`config.mk`:
```
export PLATFORM = sky130hd
export DESIGN_NAME = bcd_to_bin_decoder
export DESIGN_NICKNAME = d
export VERILOG_FILES = /design/src/rtl/bcd_dec_pkg.sv /design/src/rtl/bcd_digit_adj.sv /design/src/rtl/bcd_to_bin_decoder.sv
export SDC_FILE = /design/constraint.sdc
export NUM_CORES = 1
export LEC_CHECK = 0
export CAP_MARGIN = 0
export CELL_PAD_IN_SITES_DETAIL_PLACEMENT = 0
export CELL_PAD_IN_SITES_GLOBAL_PLACEMENT = 2
export CORE_MARGIN = 3
export CORE_UTILIZATION = 37
export CTS_CLUSTER_SIZE = 20
export DETAILED_ROUTE_END_ITERATION = 6
export HOLD_SLACK_MARGIN = 0.06
export PLACE_DENSITY_LB_ADDON = 0.25
export SLEW_MARGIN = 20
export SYNTH_ARGS = -nofsm -noshare
export SYNTH_HDL_FRONTEND = slang
export SYNTH_HIERARCHICAL = 1
export SYNTH_SLANG_ARGS = --single-unit
```
`constraint.sdc`:
```
create_clock -name i_clk -period 4 [get_ports i_clk]
set_clock_uncertainty 0.1 [all_clocks]
set_input_delay 0.4 -clock i_clk [delete_from_list [all_inputs] [get_ports i_clk]]
set_output_delay 0.4 -clock i_clk [all_outputs]
set_load 0.02 [all_outputs]
```
`src/rtl/bcd_dec_pkg.sv`:
```
// ============================================================================
// Module : bcd_dec_pkg
// Brief  : Shared types, constants and elaboration helpers for the serial
//          BCD-to-binary decoder.
// Rev    : 1.0  initial release
// ============================================================================
`default_nettype none

package bcd_dec_pkg;

    typedef enum logic [1:0] {
        IDLE  = 2'd0,
        SHIFT = 2'd1,
        DONE  = 2'd2
    } state_t;

    localparam int C_DIGIT_W = 4;

    function automatic int calc_cnt_w(input int digits);
        return $clog2(C_DIGIT_W * digits + 1);
    endfunction

    // True when bin_w bits can hold the largest P_DIGITS-digit decimal value.
    function automatic bit bin_w_ok(input int digits, input int bin_w);
        longint max_val;
        max_val = 1;
        for (int i = 0; i < digits; i++) begin
            max_val = max_val * 10;
        end
        max_val = max_val - 1;
        return (bin_w >= 63) || ((max_val >> bin_w) == 0);
    endfunction

endpackage

`default_nettype wire

```
`src/rtl/bcd_digit_adj.sv`:
```
// ============================================================================
// Module : bcd_digit_adj
// Brief  : Reverse double-dabble digit correction: subtract 3 when digit >= 8.
// Rev    : 1.0  initial release
// ============================================================================
`default_nettype none

module bcd_digit_adj (
    input  logic [3:0] i_digit,
    output logic [3:0] o_digit
);

    assign o_digit = i_digit[3] ? (i_digit - 4'd3) : i_digit;

endmodule

`default_nettype wire

```
`src/rtl/bcd_to_bin_decoder.sv`:
```
// ============================================================================
// Module : bcd_to_bin_decoder
// Brief  : Serial reverse double-dabble converter, packed BCD in, binary out,
//          one shift per clock with start/busy/done handshake.
//          Optional macro BCD_DEC_CHECK_EN adds invalid-digit detection (o_err).
// Rev    : 1.0  initial release
// ============================================================================
`default_nettype none

module bcd_to_bin_decoder
    import bcd_dec_pkg::*;
#(
    parameter int P_DIGITS = 4,
    parameter int P_BIN_W  = 14
) (
    input  logic                        i_clk,
    input  logic                        i_reset,
    input  logic                        i_start,
    input  logic [4*P_DIGITS-1:0]       i_bcd,
    output logic                        o_busy,
    output logic                        o_done,
    output logic [P_BIN_W-1:0]          o_data
`ifdef BCD_DEC_CHECK_EN
    ,
    output logic                        o_err
`endif
);

    localparam int C_W     = C_DIGIT_W * P_DIGITS;
    localparam int C_CNT_W = calc_cnt_w(P_DIGITS);

    if (!bin_w_ok(P_DIGITS, P_BIN_W)) begin : g_bin_w_check
        $error("bcd_to_bin_decoder: P_BIN_W too narrow for P_DIGITS");
    end

    state_t                 r_state;
    state_t                 w_next_state;
    logic [C_W-1:0]         r_bcd;
    logic [C_W-1:0]         r_bin;
    logic [C_CNT_W-1:0]     r_cnt;
    logic                   r_done;
    logic [P_BIN_W-1:0]     r_data;

    logic                   w_busy;
    logic                   w_load;
    logic                   w_step;
    logic                   w_finish;
    logic                   w_last;
    logic                   w_force_zero;
    logic [2*C_W-1:0]       w_cat;
    logic [C_W-1:0]         w_bcd_pre;
    logic [C_W-1:0]         w_bcd_adj;
    logic [C_W-1:0]         w_bin_next;
    logic [P_BIN_W-1:0]     w_bin_out;

    // Shift {bcd,bin} right; bcd LSB drops into the bin MSB.
    assign w_cat      = {r_bcd, r_bin} >> 1;
    assign w_bcd_pre  = w_cat[2*C_W-1:C_W];
    assign w_bin_next = w_cat[C_W-1:0];
    assign w_last     = (r_cnt == C_CNT_W'(C_W - 1));

    for (genvar g = 0; g < P_DIGITS; g++) begin : g_digit
        bcd_digit_adj u_adj (
            .i_digit (w_bcd_pre[g*C_DIGIT_W +: C_DIGIT_W]),
            .o_digit (w_bcd_adj[g*C_DIGIT_W +: C_DIGIT_W])
        );
    end

    if (P_BIN_W <= C_W) begin : g_out_slice
        assign w_bin_out = r_bin[P_BIN_W-1:0];
    end else begin : g_out_ext
        assign w_bin_out = {{(P_BIN_W - C_W){1'b0}}, r_bin};
    end

    always_ff @(posedge i_clk) begin
        if (i_reset) begin
            r_state <= IDLE;
        end else begin
            r_state <= w_next_state;
        end
    end

    always_comb begin
        w_next_state = r_state;
        case (r_state)
            IDLE:    if (i_start) w_next_state = SHIFT;
            SHIFT:   if (w_last)  w_next_state = DONE;
            DONE:    w_next_state = IDLE;
            default: w_next_state = IDLE;
        endcase
    end

    always_comb begin
        w_busy   = 1'b0;
        w_load   = 1'b0;
        w_step   = 1'b0;
        w_finish = 1'b0;
        case (r_state)
            IDLE:    w_load = i_start;
            SHIFT:   begin w_busy = 1'b1; w_step = 1'b1; end
            DONE:    begin w_busy = 1'b1; w_finish = 1'b1; end
            default: w_busy = 1'b0;
        endcase
    end

    always_ff @(posedge i_clk) begin
        if (i_reset) begin
            r_bcd  <= '0;
            r_bin  <= '0;
            r_cnt  <= '0;
            r_done <= 1'b0;
            r_data <= '0;
        end else begin
            r_done <= w_finish;
            if (w_load) begin
                r_bcd <= i_bcd;
                r_bin <= '0;
                r_cnt <= '0;
            end else if (w_step) begin
                r_bcd <= w_bcd_adj;
                r_bin <= w_bin_next;
                r_cnt <= r_cnt + 1'b1;
            end
            if (w_finish) begin
                r_data <= w_force_zero ? '0 : w_bin_out;
            end
        end
    end

`ifdef BCD_DEC_CHECK_EN
    logic [P_DIGITS-1:0] w_nib_bad;
    logic                r_bad;
    logic                r_err;

    for (genvar g = 0; g < P_DIGITS; g++) begin : g_nib_check
        assign w_nib_bad[g] = (i_bcd[g*C_DIGIT_W +: C_DIGIT_W] > 4'd9);
    end

    // Error is captured with the operand but only published with the result.
    always_ff @(posedge i_clk) begin
        if (i_reset) begin
            r_bad <= 1'b0;
            r_err <= 1'b0;
        end else begin
            if (w_load)   r_bad <= |w_nib_bad;
            if (w_finish) r_err <= r_bad;
        end
    end

    assign w_force_zero = r_bad;
    assign o_err        = r_err;
`else
    assign w_force_zero = 1'b0;
`endif

    assign o_busy = w_busy;
    assign o_done = r_done;
    assign o_data = r_data;

endmodule

`default_nettype wire

```
==> run metrics, run 1 <==
sequential cell area in the final layout 1080 µm²; class of the most critical hold timing path flip-flop to flip-flop; Multi-input gate area 1270 µm²; reported leakage power 1.09 nW; initial antenna violation count 0; utilization of the core after routing 45.5%; final-stage net count 303; Routed Antenna Nets 0; kind of launch point of the worst setup path flip-flop; number of buffer cells added on primary ports 34; main combinational cell family by area after synthesis multiplexers; share of the synthesized area in compound gates (AO/OA/AOI/OAI) 6.68%; most frequent cell after synthesis dfxtp_1; clock sink total 54; worst slew margin relative to its limit 41.8%; Synth Area in Simple Gates 12.1%; Data required, critical path 3.50 ns; I/O pins 35; most common flop cell mapped by yosys dfxtp_1; router iterations before antenna repair 4; root buffer selected by CTS clkbuf_8; vias in the first global route 1653; total setup violations reported at the end of the flow 0; area fraction of the dominant cell type after synthesis 43.7%; biggest area consumer among synthesized cells dfxtp_1; post-route fraction of the period consumed by the critical path 54.3%; areal power density over the cells 523 nW/µm²; Post-Synthesis Cells 242; most used standard cells in the synthesized netlist dfxtp_1 (54), nor2_1 (51), mux2i_1 (49); setup TNS 0 ns; pin count of the biggest net entering global routing 37; Fin. Hold Viols 0; number of maximum-capacitance constraint violations 0; endpoint kind of the worst setup timing path primary output; clock insertion delay at the later pin of the skew report 0.30 ns; shortest clock period the worst path allows after layout 2.17 ns; DRC Markers 0; DR vias 1650; Syn. warnings 6; post-layout total power 1.53 mW; weighted congestion reported at the end of routability-driven placement 0.691; RSZ-0062 raised after global routing false; final number of max-transition violations 0; die width 87.7 µm; Total Die Area 7700 µm²; result of the run completed; number of cells upsized or downsized after cts 0; core box area 6420 µm²; number of violations reported at the end of detailed-routing iteration 0 61; Post-CTS Setup Inserts 0; synthesis-stage register bit count 54; maximum vdd ir drop 0.156 mV; Worst-Margin Slew 0.874 ns; drt via density 4.70; share of cell area taken by muxes after synthesis 22.3%; Async S/R FF share, synth 0%; WL final 4150 µm; netlist area before placement 2470 µm²; maximum buffer depth of the clock tree 2; row count 29; height of the die 87.7 µm; xor-xnor portion of the synthesized cell area 3.90%; adder and majority cell fraction of the synthesized area 5.57%; Area growth, synth to finish 18.3%; crit path max fanout 4; first-pass GRT wire length 7600 µm; H-tree level count 2; effective utilization at floorplan 38.5%; average wire per standard cell 11.8 µm; mean instance size in the synthesized netlist 10.2 µm²; remaining global-route overflow 0; fill cell count 633; clock transition at the registers of the reported paths 0.10 ns; Inserted Clock Buffers 5; final HPWL from detailed placement 2710 µm; number of library cell types mapped by synthesis 24; largest cells by area after synthesis dfxtp_1 (44%), mux2i_1 (20%), nor2_1 (7.7%); share of final-layout standard cells stronger than drive strength 1 6.57%; TritonCTS clock tree yes; data arrival time of the critical path 1.67 ns; overall fraction of global-route tracks in use 12.2%; hold bufs inserted after CTS 0; worst setup path class flip-flop to primary output; register area share after synthesis 43.7%; number of enable flip-flop cells after synthesis 0; number of antenna cells inserted 0; maximum clock frequency 461 MHz
-- critical path, cell delays in order (launching register included) --
cell	delay, ns
dfxtp_1	0.40
inv_1	0.10
ha_1	0.28
clkdlybuf4s50_1	0.59
-- cells in the final DEF, fill, tap and decap left out --
cell and instances:
and3_1 1, nor2b_1 5, nand2_1 2, buf_4 3
ha_2 1, mux2_4 4, xnor2_1 5, ha_1 10
clkdlybuf4s50_1 34, a211oi_2 1, inv_1 5, mux2i_1 49
nand4_1 1, conb_1 4, clkbuf_8 6, nor2_1 51
clkinvlp_4 1, nand2b_1 9, a21oi_1 4, xor2_1 6
a211oi_1 16, a22oi_2 1, dfxtp_1 54, inv_6 1
-- cell type report --
class / instances / area share, %
Clock buffer: 6 / 2.82
Clock inverter: 2 / 0.556
Inverter: 5 / 0.642
Multi-Input combinational cell: 170 / 43.3
Sequential cell: 54 / 37.0
Tap cell: 77 / 3.29
Timing Repair Buffer: 37 / 12.4
-- cells by family after synthesis --
kind of cell	Yosys count
and+or+nand+nor	69
DFF	54
muxes	53
AOI/OAI and AO/OA	22
buffers and inverters	21
adders and majority gates	11
xor gates and xnor gates	11
other	1
-- report_power, final --
part | switching (mW) | internal, mW | total, mW
logic | 0.260 | 0.272 | 0.532
registers | 0.0715 | 0.606 | 0.677
clock network | 0.177 | 0.143 | 0.320
total | 0.509 | 1.02 | 1.53
-- final timing paths --
kind / from / endpoint / slack (ns) / depth (start not counted)
max: r_state[0] / o_busy / 1.83 / 3
min: o_data[3] / o_data[3] / 0.40 / 2
max reg2reg: r_state[1] / r_bcd[14] / 1.87 / 5
min reg2reg: o_data[3] / o_data[3] / 0.40 / 2
-- flip-flops by register name, indices dropped and copies added, names as in the netlist --
| signal | flops |
|---|---|
| r_bcd | 16 |
| o_data | 14 |
| r_bin | 16 |
| r_state | 2 |
| o_done | 1 |
| r_cnt | 5 |
-- routing by layer --
| metal | global-route usage [%] | vias up | routed length (µm) |
|---|---|---|---|
| met5 | 0 | - | 0 |
| li1 | - | 878 | - |
| met3 | 3.10 | 4 | 139 |
| met2 | 19.3 | 26 | 1780 |
| met4 | 3.77 | 0 | 57 |
| met1 | 16.5 | 742 | 2170 |
-- per-stage QoR --
stage	hold slack [ns]	instances	instance area (µm²)	setup slack, ns
after CTS	0.407	351	2920	1.81
after floorplan	0.360	245	2480	2.59
after global placement	0.373	343	2830	1.71
after global routing	0.428	351	2920	1.61
after detailed placement	0.380	343	2830	1.69
final	0.399	351	2920	1.83
(Power assumes the default switching activity.)
==> run 2: changes to the inputs <==
CORE_UTILIZATION = 31   (was 37)
clock period = 1.85 ns   (was 4 ns; I/O delays follow)
==> run 2 against run 1 <==
Hold slack worse by 0.038 ns; largest cell class unchanged; first-iteration DRC count down 52%; wire length up 8.5%; utilization down 5.0 points.
==> run metrics, run 2 (same netlist as run 1, synthesis figures left out) <==
result of the run completed; sequential cell area in the final layout 1080 µm² (unchanged); share of final-layout standard cells stronger than drive strength 1 7.91% (+1.3 points); most used cells in the layout excluding fill and tap cells dfxtp_1 (54), nor2_1 (51), mux2i_1 (49), clkdlybuf4s50_1 (33), a211oi_1 (16); number of buffer cells added on primary ports 34 (unchanged); drt via density 4.44 (-5.5%); cell area reported after detailed placement 2920 µm² (+3.4%); first-pass GRT wire length 8070 µm (+6.2%); average wire per standard cell 12.0 µm (+1.1%); root buffer selected by CTS clkbuf_8; weighted congestion reported at the end of routability-driven placement 0.650 (-5.8%); class of the most critical hold timing path input pin to flip-flop; WL final 4510 µm (+8.5%); clock transition at the registers of the reported paths 0.10 ns (about the same); remaining global-route overflow 0 (unchanged); height of the die 95.3 µm (+8.6%); fill cell count 774 (+22%); Cell Chain, Critical Path inv_1, ha_1, dlygate4sd2_1; Data required, critical path 1.56 ns (-1.94 ns); maximum clock frequency 583 MHz; pin count of the biggest net entering global routing 33 (-11%); H-tree level count 2 (unchanged); Routed Antenna Nets 0 (unchanged); worst setup path class flip-flop to primary output; crit path max fanout 4 (unchanged); reported leakage power 1.14 nW (+4.2%); initial antenna violation count 0 (unchanged); shortest clock period the worst path allows after layout 1.72 ns; number of antenna cells inserted 0 (unchanged); core box area 7490 µm² (+17%); die width 95.3 µm (+8.6%); number of violations reported at the end of detailed-routing iteration 0 29 (-52%); post-route fraction of the period consumed by the critical path 92.8%; I/O pins 35 (unchanged); utilization of the core after routing 40.5% (-5.0 points); setup TNS 0 ns (unchanged); effective utilization at floorplan 33.0% (-5.5 points); worst hold slack 0.362 ns (-0.0375 ns); Inserted Clock Buffers 5 (unchanged); Fin. Hold Viols 0 (unchanged); endpoint kind of the worst setup timing path primary output; final number of max-transition violations 0 (unchanged); maximum buffer depth of the clock tree 2 (unchanged); Largest stage delay, worst path 0.40 ns (-0.19 ns); Multi-input gate area 1270 µm² (unchanged); TritonCTS clock tree yes; kind of launch point of the worst setup path flip-flop; vias in the first global route 1693 (+2.4%); final-stage net count 307 (+1.3%); Total Die Area 9080 µm² (+18%); clock insertion delay at the later pin of the skew report 0.31 ns (about the same); data arrival time of the critical path 1.43 ns (-0.24 ns); Design Area, Final 3030 µm² (+3.7%); overall fraction of global-route tracks in use 11.3% (-0.96 points); RSZ-0062 raised after global routing false; maximum vdd ir drop 0.337 mV (+120%); DRC Markers 0 (unchanged); hold bufs inserted after CTS 0 (unchanged); non-filler cells, final 377 (+7.4%); number of maximum-capacitance constraint violations 0 (unchanged); Area growth, synth to finish 22.6%; Slowest-stage cell, CP dfxtp_1; total setup violations reported at the end of the flow 0 (unchanged); row count 31 (+6.9%); DR vias 1675 (+1.5%); placed insts 369 (+7.6%); clock sink total 54 (unchanged); final HPWL from detailed placement 2960 µm (+8.9%); areal power density over the cells 1160 nW/µm² (+120%); router iterations before antenna repair 4 (unchanged); most frequent standard cell in the layout excluding fill and tap cells dfxtp_1
==> run 2: changes by cell type in the layout (fill, tap and decap cells not counted), sizes merged <==
cell	delta
buf	+4
bufinv	+1
clkbuf	-1
clkdlybuf4s50	-1
clkinv	+1
clkinvlp	-1
dlygate4sd2	+1
==> run 2: power by group <==
| group | internal (mW) | leakage (nW) | switching, mW |
|---|---|---|---|
| logic | 0.648 | 0.638 | 0.589 |
| registers | 1.31 | 0.439 | 0.155 |
| clock network | 0.406 | 0.0585 | 0.398 |
==> run 2: per-layer routing <==
metal	GRT usage (%)	part of all wire [%]	vias to the layer above	routed length [µm]
met5	0	0	-	0
met4	3.61	1.3	0	57
met3	3.16	3.9	5	174
met2	16.3	42	24	1880
met1	16.1	53	763	2400
li1	-	-	883	-
==> run 2: layout make-up <==
class	instances	area share [%]
Timing Repair Buffer	41	14.2
Tap cell	99	4.09
Clock buffer	5	2.27
Multi-Input combinational cell	170	41.8
Clock inverter	3	1.44
Sequential cell	54	35.7
Inverter	5	0.619
==> run 2: path summary, 6_finish.rpt <==
path,startpoint,end,slack [ns],cells after the start
setup / recovery,r_state[0],o_busy,0.13,3
hold / removal,i_bcd[5],r_bcd[5],0.36,3
setup reg to reg,r_state[0],r_bcd[15],0.29,6
hold reg to reg,o_data[3],o_data[3],0.40,2
==> run 2: repair_timing <==
item | 4_1_cts | 5_1_grt
setup endpoints to repair | 1 | 0
setup buffers | 0 | 0
gates resized for setup | 1 | 0
endpoints found under the hold margin | 0 | 0
==> run 2: worst max-delay path: cells and delay by family, from the launching register on <==
family,cells,cell delay [ns]
adders and majority gates,1,0.30
buffers and inverters,2,0.42
DFF,1,0.40
==> run 2: through the flow <==
stage	power [mW]	setup WS [ns]
global placement	2.75	0.252
finish	3.51	0.134
global route	3.77	0.0722
detailed placement	2.75	0.211
CTS	3.57	0.117
floorplan	2.51	0.439
==> run 3: changes to the inputs <==
CORE_UTILIZATION = 34   (was 31)
clock period = 1.68 ns   (was 1.85 ns; I/O delays follow)
==> run 3 against run 2 <==
Clock power is 14% higher; critical endpoint is now o_data[12]; largest power group unchanged; first-iteration DRC count grew to 2.7 times the previous value; final area grew 0.45%; critical path type unchanged; wire length decreased by 3.7%; register-to-register slack got worse by 0.15 ns; sequential share of layout area fell by 0.16 points; non-clock buffer count unchanged; combinational power is 9% higher; total power is 11% higher; cell count fell by 0.80%; global-route usage increased by 0.26 points.
==> run metrics, run 3 (same netlist as run 1, synthesis figures left out) <==
Largest stage delay, worst path 0.61 ns (+0.21 ns); H-tree level count 2 (unchanged); Final Worst Setup Slack 0.136 ns (+0.00232 ns); crit path max fanout 2 (-2); Inserted Clock Buffers 5 (unchanged); number of violations reported at the end of detailed-routing iteration 0 77 (+170%); Cell Chain, Critical Path clkdlybuf4s50_1; most used cells in the layout excluding fill and tap cells dfxtp_1 (54), nor2_1 (51), mux2i_1 (49), clkdlybuf4s50_1 (33), a211oi_1 (16); maximum buffer depth of the clock tree 2 (unchanged); post-route fraction of the period consumed by the critical path 91.9%; height of the die 91.3 µm (-4.2%); clock sink total 54 (unchanged); DR vias 1652 (-1.4%); most frequent standard cell in the layout excluding fill and tap cells dfxtp_1; number of buffer cells added on primary ports 34 (unchanged); Buf/Inv on CP 1 (-1); initial antenna violation count 0 (unchanged); number of maximum-capacitance constraint violations 0 (unchanged); met3 global-route usage 3.07% (-0.092 points); global-route layer with the greatest usage met2; Fin. Hold Viols 0 (unchanged); first-pass GRT wire length 7810 µm (-3.3%); post-layout total power 3.88 mW (+11%); Total Die Area 8330 µm² (-8.3%); die width 91.3 µm (-4.2%); effective utilization at floorplan 35.8% (+2.8 points); vias in the first global route 1606 (-5.1%); class of the most critical hold timing path input pin to flip-flop; final number of max-transition violations 0 (unchanged); core box area 6910 µm² (-7.7%); hold bufs inserted after CTS 0 (unchanged); worst setup path class flip-flop to primary output; drt via density 4.42 (-0.58%); shortest clock period the worst path allows after layout 1.54 ns; CP top delay family buffers and inverters; pin count of the biggest net entering global routing 39 (+18%); router iterations before antenna repair 4 (unchanged); Area growth, synth to finish 23.2%; setup TNS 0 ns (unchanged); Slowest-stage cell, CP clkdlybuf4s50_1; DRC Markers 0 (unchanged); Post-CTS Setup Inserts 0 (unchanged); total setup violations reported at the end of the flow 0 (unchanged); non-filler cells, final 374 (-0.80%); global routing usage on met1 16.1% (about the same); maximum vdd ir drop 0.439 mV (+30%); clock insertion delay at the later pin of the skew report 0.30 ns (about the same); Routed Antenna Nets 0 (unchanged); met2 track utilization from global routing 16.6% (+0.35 points); areal power density over the cells 1270 nW/µm² (+10%); row count 30 (-3.2%); endpoint kind of the worst setup timing path primary output; WL final 4340 µm (-3.7%); share of final-layout standard cells stronger than drive strength 1 8.27% (+0.36 points); Multi-input gate area 1270 µm² (unchanged); root buffer selected by CTS clkbuf_8; RSZ-0062 raised after global routing false; remaining global-route overflow 0 (unchanged); data arrival time of the critical path 1.28 ns (-0.15 ns); maximum clock frequency 648 MHz; setup slack after placement 0.0967 ns (-0.115 ns); clock transition at the registers of the reported paths 0.10 ns (about the same); utilization of the core after routing 44.1% (+3.6 points); kind of launch point of the worst setup path flip-flop; Design Area, Final 3050 µm² (+0.45%); Data required, critical path 1.41 ns (-0.15 ns); weighted congestion reported at the end of routability-driven placement 0.680 (+4.6%); average wire per standard cell 11.6 µm (-3.0%); overall fraction of global-route tracks in use 11.5% (+0.26 points); cell area reported after detailed placement 2930 µm² (+0.30%); final HPWL from detailed placement 2840 µm (-4.1%); sequential cell area in the final layout 1080 µm² (unchanged); placed insts 366 (-0.81%); final-stage net count 307 (unchanged); TritonCTS clock tree yes; reported leakage power 1.14 nW (+0.50%); worst hold slack 0.349 ns (-0.0130 ns); result of the run completed; number of antenna cells inserted 0 (unchanged); fill cell count 714 (-7.8%); I/O pins 35 (unchanged)
run 3: changes by cell type in the layout (fill, tap and decap cells not counted):
cell	before	now
buf_12	3	4
buf_4	4	3
clkbuf_2	0	1
clkbuf_8	5	6
clkinv_2	1	0
dlygate4sd2_1	1	0
run 3: area by class of cell:
| type | count | area share, % |
|---|---|---|
| Clock inverter | 2 | 1.27 |
| Tap cell | 96 | 3.94 |
| Multi-Input combinational cell | 170 | 41.6 |
| Inverter | 5 | 0.616 |
| Sequential cell | 54 | 35.5 |
| Clock buffer | 6 | 2.71 |
| Timing Repair Buffer | 41 | 14.4 |
run 3: final timing paths:
path                    from  cells past startpoint    endpoint  slack, ns
setup / recovery  o_data[12]                      1  o_data[12]       0.14
setup reg to reg  r_state[1]                      6    r_cnt[3]       0.14
hold / removal      i_bcd[6]                      3    r_bcd[6]       0.35
hold reg to reg    o_data[5]                      2   o_data[5]       0.40
run 3: what timing repair did:
action	CTS	global route
pin swaps	0	0
gates resized for setup	1	2
setup endpoints to repair	1	1
cloned	0	0
run 3: routing by layer:
layer	vias to the layer above	routed length, µm
met5	-	0
met4	0	88
met3	7	154
met2	25	1840
met1	740	2250
li1	880	-
run 3: power by group:
| part | leakage (nW) | internal (mW) | switching (mW) |
|---|---|---|---|
| Clock | 0.0618 | 0.491 | 0.428 |
| Combinational | 0.641 | 0.711 | 0.643 |
| Sequential | 0.439 | 1.44 | 0.165 |
